[src/rtl/disp_pkg.sv]
// Shared constants and types for the hour display driver: code range,
// seven-segment glyphs ({g,f,e,d,c,b,a}, active-high) and digit-select encoding.
package disp_pkg;

    localparam int          MOD_HOURS = 12;
    localparam logic [3:0]  MAX_CODE  = 4'd11;

    typedef logic [6:0] seg_t;

    // One-hot digit enable: bit 0 drives the ones digit, bit 1 the tens digit.
    typedef enum logic [1:0] {
        DSEL_ONES = 2'b01,
        DSEL_TENS = 2'b10
    } dsel_t;

    localparam seg_t SEG_0     = 7'h3F;
    localparam seg_t SEG_1     = 7'h06;
    localparam seg_t SEG_2     = 7'h5B;
    localparam seg_t SEG_3     = 7'h4F;
    localparam seg_t SEG_4     = 7'h66;
    localparam seg_t SEG_5     = 7'h6D;
    localparam seg_t SEG_6     = 7'h7D;
    localparam seg_t SEG_7     = 7'h07;
    localparam seg_t SEG_8     = 7'h7F;
    localparam seg_t SEG_9     = 7'h6F;
    localparam seg_t SEG_DASH  = 7'h40;
    localparam seg_t SEG_BLANK = 7'h00;

    function automatic dsel_t dsel_swap(input dsel_t d);
        return (d == DSEL_ONES) ? DSEL_TENS : DSEL_ONES;
    endfunction

endpackage

[src/rtl/seg7_enc.sv]
// Combinational BCD to seven-segment encoder; any non-BCD code renders as a dash.
module seg7_enc
    import disp_pkg::*;
(
    input  logic [3:0] bcd,
    output seg_t       seg
);

    always_comb begin
        case (bcd)
            4'd0:    seg = SEG_0;
            4'd1:    seg = SEG_1;
            4'd2:    seg = SEG_2;
            4'd3:    seg = SEG_3;
            4'd4:    seg = SEG_4;
            4'd5:    seg = SEG_5;
            4'd6:    seg = SEG_6;
            4'd7:    seg = SEG_7;
            4'd8:    seg = SEG_8;
            4'd9:    seg = SEG_9;
            default: seg = SEG_DASH;
        endcase
    end

endmodule

[src/rtl/hour_disp_drv.sv]
// Two-digit multiplexed 12-hour display driver fed by a MOD12 counter, with
// AM/PM tracking on natural 11->0 wraps and out-of-range code flagging.
module hour_disp_drv
    import disp_pkg::*;
#(
    parameter int SCAN_DIV = 4
) (
    input  logic       clk,
    input  logic       rst,
    input  logic [3:0] count,
    input  logic       cnt_load,
    output logic [6:0] seg,
    output logic [1:0] digit_sel,
    output logic       pm,
    output logic       err,
    output logic       err_sticky
);

    localparam int SCAN_W = (SCAN_DIV > 1) ? $clog2(SCAN_DIV) : 1;
    localparam logic [SCAN_W-1:0] SCAN_LAST = SCAN_W'(SCAN_DIV - 1);

    // Stage 1: input sample and one-cycle history
    logic [3:0] cur_q, prev_q;
    logic       load_d;

    // Stage 2: decoded label
    logic       tens_q;
    logic [3:0] ones_q;
    logic       inv_q;

    logic [SCAN_W-1:0] scan_cnt;
    dsel_t             dsel_q;
    seg_t              seg_q;
    logic              pm_q;
    logic              sticky_q;

    logic       wrap_evt;
    logic       tens_d;
    logic [3:0] ones_d;
    logic       inv_d;
    logic       scan_end;
    dsel_t      dsel_nxt;
    logic [3:0] enc_in;
    seg_t       enc_out;
    seg_t       seg_nxt;

    // A wrap counts only when the counter got to 0 by itself, not via a load.
    assign wrap_evt = (prev_q == MAX_CODE) && (cur_q == 4'd0) && !load_d;

    always_comb begin
        tens_d = 1'b0;
        ones_d = 4'd0;
        inv_d  = 1'b0;
        if (cur_q >= 4'(MOD_HOURS)) begin
            inv_d = 1'b1;
        end else if (cur_q == 4'd0) begin
            tens_d = 1'b1;
            ones_d = 4'd2;
        end else if (cur_q >= 4'd10) begin
            tens_d = 1'b1;
            ones_d = cur_q - 4'd10;
        end else begin
            ones_d = cur_q;
        end
    end

    // seg is computed for the digit that will be enabled after this edge, so
    // seg and digit_sel always change together.
    assign scan_end = (scan_cnt == SCAN_LAST);
    assign dsel_nxt = scan_end ? dsel_swap(dsel_q) : dsel_q;
    assign enc_in   = (dsel_nxt == DSEL_ONES) ? ones_q : 4'd1;

    seg7_enc u_enc (
        .bcd (enc_in),
        .seg (enc_out)
    );

    always_comb begin
        seg_nxt = enc_out;
        if (inv_q)
            seg_nxt = SEG_DASH;
        else if ((dsel_nxt == DSEL_TENS) && !tens_q)
            seg_nxt = SEG_BLANK;
    end

    // NOTE: non-blocking assignments throughout, so every register samples the
    // pre-edge value of its neighbours and the pipeline stages stay aligned.
    always_ff @(posedge clk) begin
        if (rst) begin
            cur_q    <= 4'd0;
            prev_q   <= 4'd0;
            load_d   <= 1'b0;
            tens_q   <= 1'b1;
            ones_q   <= 4'd2;
            inv_q    <= 1'b0;
            scan_cnt <= '0;
            dsel_q   <= DSEL_ONES;
            seg_q    <= SEG_BLANK;
            pm_q     <= 1'b0;
            sticky_q <= 1'b0;
        end else begin
            cur_q    <= count;
            prev_q   <= cur_q;
            load_d   <= cnt_load;
            tens_q   <= tens_d;
            ones_q   <= ones_d;
            inv_q    <= inv_d;
            scan_cnt <= scan_end ? '0 : scan_cnt + 1'b1;
            dsel_q   <= dsel_nxt;
            seg_q    <= seg_nxt;
            pm_q     <= pm_q ^ wrap_evt;
            sticky_q <= sticky_q | inv_q;
        end
    end

    assign seg        = seg_q;
    assign digit_sel  = dsel_q;
    assign pm         = pm_q;
    assign err        = inv_q;
    assign err_sticky = sticky_q;

endmodule
[config.mk]
export PLATFORM = sky130hd
export DESIGN_NAME = hour_disp_drv
export DESIGN_NICKNAME = d
export VERILOG_FILES = /design/src/rtl/disp_pkg.sv /design/src/rtl/seg7_enc.sv /design/src/rtl/hour_disp_drv.sv
export SDC_FILE = /design/constraint.sdc
export NUM_CORES = 1
export LEC_CHECK = 0
export CAP_MARGIN = 20
export CORE_MARGIN = 2
export CORE_UTILIZATION = 25
export DETAILED_ROUTE_END_ITERATION = 16
export GPL_TIMING_DRIVEN = 1
export SYNTH_ARGS = -nofsm -noshare
export SYNTH_HDL_FRONTEND = slang
export SYNTH_SLANG_ARGS = --single-unit
[constraint.sdc]
create_clock -name clk -period 3.3 [get_ports clk]
set_input_delay 0.495 -clock clk [delete_from_list [all_inputs] [get_ports clk]]
set_output_delay 0.495 -clock clk [all_outputs]
set_load 0.005 [all_outputs]
## After elaboration in Yosys (flattened, before gate mapping)

Memories as Yosys holds them, arrays and structs flattened.
Index checks and enable logic that the tools add are counted.

| storage, ports and cells | value |
|---|---|
| register bits after elaboration | 28 |
| logic and storage cells | 46 |
| memory bits (read-only) | 112 |
| RAM bits | 0 |
| memories | 1 |
| bits in latches | 0 |

Memory list:

| memory | words | bits a word | read ports | clocked after Yosys merged registers in | wr ports | RTL line | RTL |
|---|---|---|---|---|---|---|---|
| (no name shown) | 16 | 7 | 1 | 0 | 0 | seg7_enc.sv:10 | `case (bcd)` |

| cells by class | value |
|---|---|
| equal/unequal tests | 5 |
| divide/modulo/power cells | 0 |
| muxes and demuxes | 12 |
| magnitude comparators | 2 |
| shift operators | 0 |
| multipliers | 0 |
| bitwise gates (word level) | 2 |
| add/subtract/negate cells | 2 |
| reductions and logical operators | 9 |

Operators by type and width:

| kind | count |
|---|---|
| $mux 7 | 2 |
| $ge 4x4->1 const B | 2 |
| $mux 2 | 4 |
| $mux 4 | 2 |
| $reduce_or 3->1 | 2 |
| $eq 2x1->1 const B | 2 |
| $eq 2x2->1 const B | 2 |
| $eq 4x4->1 const B | 1 |
| $logic_not 4->1 | 1 |
| $mux 1 | 4 |
| $sub 4x4->4 const B | 1 |
| $logic_and 1x1->1 | 3 |
| $add 2x1->2 const B | 1 |
| $logic_not 1->1 | 2 |
| $reduce_or 2->1 | 1 |
| $or 1x1->1 | 1 |
| $xor 1x1->1 | 1 |

## Logic depth before layout (Yosys ltp)

An unclocked memory read counts as a cell.

| depth | value |
|---|---|
| word-level depth | 8 |
| depth in mapped cells | 9 |
| depth with buffers taken out | 8 |

## Hierarchy

From an unflattened synthesis, not the netlist that was laid out.

| second synthesis, totals | value |
|---|---|
| cell total of the unflattened synthesis | 124 |
| area total of the unflattened synthesis | 1224.9 µm² |

Modules (own cells, without submodules):

| module | sequential area each (µm²) | area each (µm²) | cells an instance | times used |
|---|---|---|---|---|
| hour_disp_drv | 560.5 | 997.2 | 95 | 1 |
| seg7_enc | 0.0 | 227.7 | 29 | 1 |

## Least setup slack after synthesis

No wires, ideal clock.

| path | value |
|---|---|
| path type | register to register |
| start point | register scan_cnt[0] |
| end point | register seg_q[3], in the netlist seg[3] |
| path buffers | 1 |
| data required time | 3.173 ns |
| stages on the path, launching flop included | 8 |
| data arrival time | 1.638 ns |
| path slack | 1.535 ns |
| clock period less this slack | 1.765 ns |
| cell sequence | dfxtp_1 -> ha_1 -> buf_2 -> xor2_1 -> nand2_1 -> ha_1 -> nor4_1 -> nor3_1 |

| on the way | value |
|---|---|
| longest elaborated chain between the ends | 5 |
| elaborated cells on any way between the ends | 8 |

RTL lines:

| element | RTL line | RTL |
|---|---|---|
| start: declaration | hour_disp_drv.sv:31 | `logic [SCAN_W-1:0] scan_cnt;` |
| start signal: assignment | hour_disp_drv.sv:108 | `scan_cnt <= scan_end ? '0 : scan_cnt + 1'b1;` |
| $eq 2x2->1 * | hour_disp_drv.sv:69 | `assign scan_end = (scan_cnt == SCAN_LAST);` |
| $mux 2 * | hour_disp_drv.sv:70 | `assign dsel_nxt = scan_end ? dsel_swap(dsel_q) : dsel_q;` |
| $eq 2x1->1 / $eq 2x2->1 (equally long branches) | hour_disp_drv.sv:71, hour_disp_drv.sv:82 |  |
| $mux 4 / $logic_and 1x1->1 (equally long branches) | hour_disp_drv.sv:71, hour_disp_drv.sv:82 |  |
| $mem_v2 16x7 / $reduce_or 3->1 (equally long branches) | -- |  |
| end signal: assignment | hour_disp_drv.sv:110 | `seg_q <= seg_nxt;` |
| end: declaration | hour_disp_drv.sv:33 | `seg_t seg_q;` |

Mark *: on every way between the ends. The rest lies on a longest branch, timed or not.
A chain may end at the register's enable or synchronous reset.

## Worst setup path after layout

Ends and elaborated chain as after synthesis.

==> summary.txt <==
Status
  – Status: complete, no violations

Power and ir drop
  – Net Sw Frac: 23.0%
  – Pleak: 0.586 nW
  – Reg power frac: 48.9%
  – Clock power share: 33.9%
  – Logic pwr share: 17.2%
  – Switch Pwr: 0.000179 W
  – PwrDens: 531 mW/mm²
  – Internal power: 0.000599 W
  – Max VDD drop: 0.189 mV

Route
  – WL met1: 895 µm
  – Wire length on met2: 861 µm
  – Initial drt markers: 73
  – ANT nets after route: 0
  – Met3 WL: 105 µm
  – Number of vias per cell: 4.47
  – DR vias: 858
  – Detailed Route WL: 1.90 mm
  – Top Metal Used: met4
  – Drt pass-1 iters: 4
  – # DRC: 0
  – Detail-routed net length per standard cell: 9.87 µm

Synthesis
  – Syn nets: 137
  – YS warnings: 0
  – Mapped cell area: 0.00116 mm²
  – Area leader, netlist: dfxtp_1
  – Yosys cell types: 36
  – Yosys reg bits: 28
  – Ys async rst share: 0%
  – Mean post-synth cell area: 9.58 µm²
  – Top-count cell post-synth: dfxtp_1
  – Synth Instances: 121
  – Sequential-to-total area share from yosys stat: 48.4%
  – Synth Flop Type: dfxtp_1
  – Synth top cells by count: dfxtp_1 (28), nor2_1 (13), ha_1 (9)
  – Top cell type's share of synthesized area: 48.4%
  – Post-synth EDFFs: 0
  – Area contributors post-synth: dfxtp_1 (48%), ha_1 (9.7%), nor2_1 (4.2%)

Clock network
  – PostCTS Resize Cnt: 0
  – H-Tree Depth: 1
  – CTS tree: done
  – Clock Tree Root: clkbuf_8
  – Clock transition at path regs: 0.09 ns
  – Clock Sinks: 28
  – CTS Buffer Depth: 2
  – Num CTS Buffers: 3
  – Postcts setup bufs: 0
  – # hold bufs at CTS: 0
  – Skew-Pair Late Insertion Delay: 0.27 ns

Place
  – GP Congestion: 0.891
  – Post-DP HPWL: 1.40 mm
  – Placement-stage cell area: 0.00140 mm²
  – IO buf count: 18
  – Placed Instances: 188

Timing
  – Final hold vios: 0
  – Max transition margin: 70.8%
  – Max Freq: 489 MHz
  – Setup TNS Final: 0 ns
  – Worst-margin pin slew: 0.434 ns
  – Minimum clock period: 2.04 ns
  – Tcrit/Tclk final: 62.0%
  – Worst Hold Slack: 0.443 ns
  – Final Setup Violations: 0
  – Final Max Tran Viols: 0
  – Fin Clk Skew: 0.00183 ns
  – RSZ-0062 raised after global routing: false

Worst setup path
  – Worst setup path class: register to register
  – Setup crit end kind: register
  – Crit path largest cell delay: 0.36 ns
  – Worst Path Required: 3.46 ns
  – Critical path fanouts, max: 9
  – CP delay by family, top: adder cells
  – CP Cell Sequence: ha_1 -> xor2_1 -> nand2_1 -> ha_1 -> nor4_1 -> nor3_1
  – Startpoint types: register
  – Crit path DAT: 2.20 ns
  – CP bufs+invs: 0
  – Crit path max-delay cell type: ha_1
  – Most used cell, CP: ha_1

Final layout
  – P&R area growth vs syn: 26.6%
  – Layout cell share with drive strength beyond 1: 7.14%
  – Fin nets: 157
  – Final instance area: 0.00147 mm²
  – Ant. Diodes: 0
  – Finished Layout Cells: 192

Global routing
  – Tot GR Track Use: 8.29%
  – Remaining Overflow, GRT: 0
  – Global-route wire length before repair: 3.35 mm
  – Largest net degree at the start of global routing: 22
  – Vias in the first global route: 771
  – Initial antenna violation count: 0

Run
  – Max-cap violations: 0

Floorplanning
  – Row cnt: 24
  – Starting density of the core: 26.2%
  – Core Footprint: 0.00441 mm²
  – Die width: 72.1 µm
  – DIE HEIGHT: 72.1 µm
  – Die area: 0.00519 mm²
  – IO Pins: 19

Worst hold path
  – Hold WC Path Type: register to register
flip-flops by register name, summed over array words and instances (netlist names):
signal and flops:
tens_q 1, err_sticky 1, prev_q 4, cur_q 4, load_d 1, seg 7
err 1, pm 1, scan_cnt 2, digit_sel 2, ones_q 4
routing by layer:
layer / track usage, % / up-vias
li1: - / 447
met1: 9.74 / 384
met2: 13.6 / 23
met3: 2.92 / 4
met4: 3.77 / 0
met5: 0 / -
worst reg2reg max path: stages (launching register included):
cell and delay [ns]:
dfxtp_1 0.35, ha_1 0.36, xor2_1 0.34, nand2_1 0.18
ha_1 0.34, nor4_1 0.30, nor3_1 0.07
kinds of logic (layout without fill, tap and decap cells):
family | after synthesis | in the layout | share of synthesized area [%]
and+or+nand+nor | 45 | 45 | 22.6
xor gates and xnor gates | 3 | 3 | 2.92
AOI/OAI and AO/OA | 24 | 24 | 12.4
buffers and inverters | 12 | 31 | 4.00
adders and majority gates | 9 | 9 | 9.72
DFF | 28 | 28 | 48.4
final timing paths:
| kind | from | endpoint | slack, ns | cells past startpoint |
|---|---|---|---|---|
| max | scan_cnt[0] | seg[3] | 1.26 | 6 |
| min | scan_cnt[0] | scan_cnt[0] | 0.44 | 1 |
| max reg2reg | scan_cnt[0] | seg[3] | 1.26 | 6 |
| min reg2reg | scan_cnt[0] | scan_cnt[0] | 0.44 | 1 |
placed cells by master, fill, tap and decap left out, types with 2 or more instances in the layout:
cell / count
dfxtp_1: 28
clkdlybuf4s50_1: 18
nor2_1: 13
ha_1: 9
inv_1: 8
o21ai_0: 8
nor2b_1: 7
a21oi_1: 6
nand2_1: 5
nand2b_1: 3
nor3_1: 3
clkbuf_8: 3
nor4b_1: 2
nor4_1: 2
o21a_1: 2
a211oi_1: 2
final cells by class:
class | count | area (µm²)
Fill cell | 439 | 2950
Sequential cell | 28 | 561
Multi-Input combinational cell | 81 | 552
Timing Repair Buffer | 19 | 188
Tap cell | 52 | 65.1
Clock buffer | 3 | 41.3
Clock inverter | 1 | 30.0
Inverter | 8 | 30.0
stage by stage:
stage          total power (W)  setup slack, ns  util [%]
2_1_floorplan         0.000467             1.54         -
3_3_place_gp          0.000519             1.35      31.6
3_5_place_dp          0.000523             1.28      31.6
4_1_cts               0.000790             1.25      33.2
5_1_grt               0.000824            0.998      33.2
6_report              0.000778             1.26      33.2
power groups by stage:
stage / Combinational (W) / Clock [W] / Sequential, W
after floorplan: 0.0000806 / 0 / 0.000386
after global placement: 0.000132 / 0 / 0.000387
after detailed placement: 0.000134 / 0 / 0.000388
after CTS: 0.000136 / 0.000274 / 0.000380
after global routing: 0.000153 / 0.000287 / 0.000384
final: 0.000134 / 0.000264 / 0.000380
Note: power is estimated with default switching activity, not from simulation.
